<file path="config.mk">
export PLATFORM = sky130hd
export DESIGN_NAME = seq_restoring_divider
export DESIGN_NICKNAME = d
export VERILOG_FILES = /design/src/rtl/seq_restoring_divider.sv
export SDC_FILE = /design/constraint.sdc
export NUM_CORES = 1
export LEC_CHECK = 0
export CORE_ASPECT_RATIO = 0.6
export CORE_MARGIN = 8
export CORE_UTILIZATION = 55
export DETAILED_ROUTE_END_ITERATION = 10
export DONT_BUFFER_PORTS = 1
export GPL_TIMING_DRIVEN = 0
export PLACE_DENSITY = 0.75
export SYNTH_ARGS = -nofsm -noshare
export SYNTH_HDL_FRONTEND = slang
export SYNTH_SLANG_ARGS = --single-unit
</file>
<file path="constraint.sdc">
create_clock -name clk -period 3.34 [get_ports clk]
set_input_delay 0.501 -clock clk [delete_from_list [all_inputs] [get_ports clk]]
set_output_delay 0.501 -clock clk [all_outputs]
set_load 0.01 [all_outputs]
</file>
<file path="src/rtl/seq_restoring_divider.sv">
// seq_restoring_divider: sequential radix-2 restoring divider, 2N-bit dividend by N-bit divisor
// Ports:
//   clk, rst            clock, synchronous active-high reset
//   in_valid, in_ready  operand handshake (u: 2N-bit dividend, v: N-bit divisor)
//   out_valid, out_ready result handshake (q: quotient, rem: remainder, err: div-by-zero/overflow)
module seq_restoring_divider #(
    parameter int N = 8
) (
    input  logic           clk,
    input  logic           rst,
    input  logic           in_valid,
    output logic           in_ready,
    input  logic [2*N-1:0] u,
    input  logic [N-1:0]   v,
    output logic           out_valid,
    input  logic           out_ready,
    output logic [N-1:0]   q,
    output logic [N-1:0]   rem,
    output logic           err
);
    localparam int CW = $clog2(N);
    typedef enum logic [1:0] {IDLE, RUN, DONE} state_t;
    state_t state, state_n;
    logic [N:0]    p, p_sh, p_n;
    logic [N-1:0]  qr, q_n, d;
    logic [CW-1:0] cnt;
    logic          fits;
    always_comb begin
        state_n   = state;
        p_sh      = {p[N-1:0], qr[N-1]};
        fits      = p_sh >= {1'b0, d};
        p_n       = fits ? p_sh - {1'b0, d} : p_sh;
        q_n       = {qr[N-2:0], fits};
        in_ready  = state == IDLE;
        out_valid = state == DONE;
        case (state)
            IDLE:    state_n = in_valid ? RUN : IDLE;
            // error results are loaded at accept and pass through RUN for one edge
            RUN:     state_n = (err || cnt == CW'(N - 1)) ? DONE : RUN;
            DONE:    state_n = out_ready ? IDLE : DONE;
            default: state_n = IDLE;
        endcase
    end
    always_ff @(posedge clk) begin
        if (rst) begin
            state <= IDLE;
            p     <= '0;
            qr    <= '0;
            d     <= '0;
            cnt   <= '0;
            q     <= '0;
            rem   <= '0;
            err   <= 1'b0;
        end else begin
            state <= state_n;
            case (state)
                IDLE: if (in_valid) begin
                    if (v == '0) begin
                        err <= 1'b1;
                        q   <= '1;
                        rem <= u[N-1:0];
                    end else if (u[2*N-1:N] >= v) begin
                        err <= 1'b1;
                        q   <= '1;
                        rem <= '0;
                    end else begin
                        err <= 1'b0;
                        p   <= {1'b0, u[2*N-1:N]};
                        qr  <= u[N-1:0];
                        d   <= v;
                        cnt <= '0;
                    end
                end
                RUN: if (!err) begin
                    p   <= p_n;
                    qr  <= q_n;
                    cnt <= cnt + 1'b1;
                    if (cnt == CW'(N - 1)) begin
                        q   <= q_n;
                        rem <= p_n[N-1:0];
                    end
                end
                default: ;
            endcase
        end
    end
endmodule

</file>
==> results of run 1 <==
==> worst min path at each step <==
stage          endpoint  depth (start not counted)   start
2_1_floorplan    cnt[1]                          2  cnt[1]
3_3_place_gp     cnt[2]                          2  cnt[2]
3_5_place_dp     cnt[1]                          2  cnt[1]
4_1_cts            d[0]                          2    v[0]
5_1_grt            d[0]                          2    v[0]
6_report           d[0]                          2    v[0]
==> state kept, by name, summed over array words and instances, names as in the netlist <==
signal	flops
cnt	3
rem	8
qr	8
d	8
q	8
p	8
state	2
err	1
==> metrics by stage <==
step	cell area (um^2)	setup WS, ns	util [%]
2_1_floorplan	2910	1.09	-
3_3_place_gp	2990	0.938	58.8
3_5_place_dp	2990	0.902	58.8
4_1_cts	3100	0.887	61.0
5_1_grt	3100	0.700	61.0
6_report	3100	0.812	61.0
==> layout by cell type (no fill, tap or decap), drive strengths merged, types with 2 or more instances in the layout <==
| cell | instances |
|---|---|
| nor2 | 60 |
| dfxtp | 46 |
| a21oi | 27 |
| nand2 | 27 |
| clkbuf | 21 |
| inv | 18 |
| ha | 18 |
| a211oi | 18 |
| a311oi | 17 |
| nand3 | 14 |
| nor3 | 11 |
| buf | 11 |
| o21ai | 10 |
| nand2b | 7 |
| o211ai | 7 |
| nor2b | 4 |
| nand3b | 4 |
| a31oi | 4 |
| a211o | 3 |
| a21o | 3 |
| o41ai | 3 |
| or4 | 2 |
| and4 | 2 |
| mux2i | 2 |
| a22oi | 2 |
| xnor2 | 2 |
| o21a | 2 |
| a21boi | 2 |
==> power groups by stage <==
stage	combinational (uW)	clock, uW	sequential, uW
finish	741	424	687
global route	820	443	696
CTS	729	426	686
detailed placement	725	0	699
global placement	711	0	696
floorplan	586	0	677
==> layout make-up <==
| cell class | instances | area [um^2] |
|---|---|---|
| clock inverter | 2 | 37.5 |
| buffer | 26 | 149 |
| sequential | 46 | 921 |
| clock buffer | 6 | 72.6 |
| multi-input combinational | 263 | 1770 |
| tap | 66 | 82.6 |
| inverter | 18 | 67.6 |
| fill | 454 | 1980 |
==> metal layers <==
metal	global-route usage [%]	vias to the layer above	routed length (um)
li1	-	1288	-
met1	31.0	1221	3990
met2	26.4	131	3030
met3	7.16	8	974
met4	4.76	0	51
met5	0	-	0
==> cells by family after synthesis <==
| group | synth area share (%) |
|---|---|
| fa+ha+maj | 8.44 |
| compound gates | 28.2 |
| xor+xnor | 0.904 |
| buf+inv | 7.45 |
| mux | 0.689 |
| flops | 31.7 |
| simple gates | 22.6 |
==> impl_metrics.toml, run 1 <==
[sta]
maxSlewViolCount = 0
fmax_mhz = 396
hold_viol_final = 0
slew_headroom_pct = 52.8
fin_tns_setup_ns = 0
fin_crit_sh_pct = 75.7
grt_setup_unrepaired = "false"
whs_ns = 0.340
fin_worst_skew_ns = 0.00850
period_needed_ns = 2.53
worst_pin_slew_ns = 0.709
setup-violations-final = 0

[placement]
dp_hpwl_um = 6310
gp_congestion = 0.900
port_buffers = 0
dp.cells = 419

[drt]
avgViaCountPerCell = 6.20
drtIter0Drc = 225
remaining_drc_errors = 0
drt-total-wl_um = 8050
dr.pass1.iters = 5
wl_per_cell_um = 18.8
antenna_left = 0
vias = 2648

[setup_path]
crit_family = "compound AO/OA/AOI/OAI gates"
required_ns = 3.51
cp.depth = 8
r2r_end = "rem[7]"
crit_slowest_cell = "dfxtp_1"
cp_max_fo = 6
critical_path.startpoint = "d[1]"
cpPeakStageDelay_ns = 0.46
endpoint_kind = "flop"
reg2reg_slack_ns = 0.81
cp_cell_sequence = "inv_1, ha_1, and4_1, a31oi_2, o21ai_0, nor2_2, mux2i_1, a311oi_1"
crit_path_end = "rem[7]"
cp.arrival_ns = 2.70
start_kind = "flop"
r2r_start = "d[1]"
r2r_cells = 8
crit_type = "flop to flop"
critPathBufInv = 1

[layout]
final_cells = 427
antenna_cells = 0
nNetsFinal = 407
drive_gt1_share_pct = 12.5
syn_to_final_growth_pct = 6.63

[clocking]
cts_made_buffers = 5
post_cts_buffers = 0
clock_path_buffers = 2
cts_sinks = 46
cts_tree = "yes"
postCtsHoldBufs = 0
clock_latency_ns = 0.31
cts.htree.levels = 2
clock-root-buffer = "clkbuf_8"
clk_pin_slew_worst_paths_ns = 0.09
cts_resized = 0

[global_route]
grt_usage_pct = 20.6
grt_max_degree = 15
grt-ovfl-total = 0
antenna_found_initial = 0
grt_pass1_wl_um = 12700
grt_pass1_vias = 2476

[yosys]
synthesis.nets = 400
synth.area.top_cells = "dfxtp_1 (32%), ha_1 (7.7%), nor2_1 (6.8%), a21oi_1 (4.6%), a211oi_1 (3.9%)"
yosysTopAreaCell = "dfxtp_1"
netlist_top_cells_count = "nor2_1 (53), dfxtp_1 (46), a21oi_1 (27), nand2_1 (27)"
syn_avg_cell_area_um2 = 8.23
synth_cell_types = 54
synth_area_um2 = 2910
async_flop_share_pct = 0
ys_warn_count = 0
seq_area_frac_synth_pct = 31.7
synth_cells = 353
ys_seq_elements = 46
yosysMostFrequentCell = "nor2_1"
synth-edff-count = 0
yosys_most_used_dff = "dfxtp_1"
synth_top_area_share_pct = 31.7

[power_and_ir_drop]
power.switching_uw = 725
clkPwrFrac_pct = 22.9
vdd_ir_drop_max_v = 0.000217
power.internal_uw = 1130
p_comb_share_pct = 40.0
switching_share_pct = 39.1
seqPwrFrac_pct = 37.1
pwr_density_cell_nw_per_um2 = 597
power.total_uw = 1850
leakage_uw = 0.00119

[worst_hold_path]
hold_class = "input port to flop"

[die]
die_w_um = 110
die_area_um2 = 7940
initial_core_util_pct = 57.2
die_y_um = 72.3
rows = 20
io_pins = 47
core_area_um2 = 5080

[status]
status = "completed"

[run]
max_cap_violations = 0
No activity file was read; power rests on OpenSTA's default activity.
==> run 2, diff against run 1 <==
--- a/config.mk
+++ b/config.mk
@@ -11,7 +11,7 @@
 export DETAILED_ROUTE_END_ITERATION = 10
 export DONT_BUFFER_PORTS = 1
 export GPL_TIMING_DRIVEN = 0
-export PLACE_DENSITY = 0.75
+export PLACE_DENSITY = 0.78
 export SYNTH_ARGS = -nofsm -noshare
 export SYNTH_HDL_FRONTEND = slang
 export SYNTH_SLANG_ARGS = --single-unit
==> constraint.sdc (replaced) <==
create_clock -name clk -period 2.27 [get_ports clk]
set_input_delay 0.3405 -clock clk [delete_from_list [all_inputs] [get_ports clk]]
set_output_delay 0.3405 -clock clk [all_outputs]
set_load 0.01 [all_outputs]
==> run 2 against run 1 <==
  * Clock skew grew 0.0071 ns
  * Combinational power grew 70%
  * Maximum frequency grew 15%
==> impl_metrics.toml, run 2 (same netlist as run 1, synthesis figures left out) <==
[die]
io_pins = 47
die_y_um = 72.3
initial_core_util_pct = 57.2
rows = 20
core_area_um2 = 5080
die_w_um = 110
die_area_um2 = 7940

[placement]
port_buffers = 0
gp_congestion = 0.888
postPlaceCellArea_um2 = 2990
dp_hpwl_um = 6380
dp.cells = 419

[global_route]
grt_max_degree = 16
grt_usage_pct = 20.8
antenna_found_initial = 0
grt_pass1_vias = 2547
grt_pass1_wl_um = 13000
grt-ovfl-total = 0

[status]
status = "completed"

[sta]
worst_pin_slew_ns = 0.666
setup-violations-final = 0
fin_tns_setup_ns = 0
slew_headroom_pct = 55.6
whs_ns = 0.178
maxSlewViolCount = 0
hold_viol_final = 0
fmax_mhz = 456
fin_worst_skew_ns = 0.0156
fin_crit_sh_pct = 96.7
period_needed_ns = 2.20

[layout]
syn_to_final_growth_pct = 11.4
nNetsFinal = 405
nFillCells = 442
antenna_cells = 0
drive_gt1_share_pct = 18.4
layout_common_cells = "nor2_1 (53), dfxtp_1 (43), nand2_1 (26), a21oi_1 (24), inv_1 (18)"
design_area_um2 = 3240
layout_commonest_cell = "nor2_1"
final_cells = 425
register_area_um2 = 927
multiInputGateArea_um2 = 1900

[setup_path]
cpPeakStageDelay_ns = 0.39
crit_slowest_cell = "dfxtp_4"
crit_family = "compound AO/OA/AOI/OAI gates"
crit_type = "flop to flop"
cp_cell_sequence = "inv_1, ha_1, nand2b_1, a211o_4, a21o_1, buf_2, a22oi_2, o21ai_2, a311oi_2"
reg2reg_slack_ns = 0.07
required_ns = 2.49
endpoint_kind = "flop"
cp.arrival_ns = 2.42
critPathBufInv = 2
start_kind = "flop"
cp_max_fo = 9

[drt]
drt-total-wl_um = 8420
vias = 2749
avgViaCountPerCell = 6.47
antenna_left = 0
dr.pass1.iters = 5
drtIter0Drc = 216
remaining_drc_errors = 0
wl_per_cell_um = 19.8

[power_and_ir_drop]
leakage_uw = 0.00121
power.total_uw = 2910
vdd_ir_drop_max_v = 0.000391
pwr_density_cell_nw_per_um2 = 899

[clocking]
cts.htree.levels = 2
clock_latency_ns = 0.31
clk_pin_slew_worst_paths_ns = 0.09
clock_path_buffers = 2
cts_made_buffers = 5
cts_tree = "yes"
cts_sinks = 46
clock-root-buffer = "clkbuf_8"

[run]
max_cap_violations = 0

[worst_hold_path]
hold_class = "input port to flop"
[run 2: cell types whose count changed in the layout (fill, tap and decap cells not counted), moves of 3 or more]
| cell | change |
|---|---|
| ha_1 | -3 |
| clkbuf_1 | -4 |
| ha_4 | +3 |
| a21oi_1 | -3 |
| dfxtp_1 | -3 |
[run 2: path summary, 6_finish.rpt]
| check | startpoint | end | depth (start not counted) |
|---|---|---|---|
| setup / recovery | d[1] | rem[6] | 9 |
| hold / removal | v[0] | d[0] | 2 |
| setup reg to reg | d[1] | rem[6] | 9 |
| hold reg to reg | cnt[2] | cnt[2] | 2 |
[run 2: per-stage QoR]
| stage | utilization, % | setup WS [ns] |
|---|---|---|
| 2_1_floorplan | - | 0.185 |
| 3_3_place_gp | 58.8 | -0.0978 |
| 3_5_place_dp | 58.8 | -0.152 |
| 4_1_cts | 61.5 | -0.0153 |
| 5_1_grt | 63.7 | -0.0132 |
| 6_report | 63.7 | 0.0749 |
[run 2: cell type report]
cell class,count,area share (%)
buffer,24,4.48
clock buffer,5,2.13
clock inverter,3,1.39
inverter,18,2.09
multi-input combinational,263,58.7
sequential,46,28.6
tap,66,2.55
[run 2: timing repair]
action,CTS,global route
pin swaps,0,5
hold buffers,0,0
setup buffers,0,0
gates resized for setup,5,26
endpoints found under the setup margin,8,15
[run 2: power by group]
part	leakage [uW]	internal [uW]	total, uW	switching [uW]
clock	0.0000504	328	633	305
combinational	0.000780	509	1260	756
sequential	0.000380	909	1020	106
total	0.00121	1750	2910	1170
[run 2: layer usage]
metal	up-vias	track usage (%)	part of all wire (%)
met1	1294	30.3	45
li1	1285	-	-
met3	13	7.69	15
met5	-	0	0
met2	157	27.8	39
met4	0	4.61	1.0
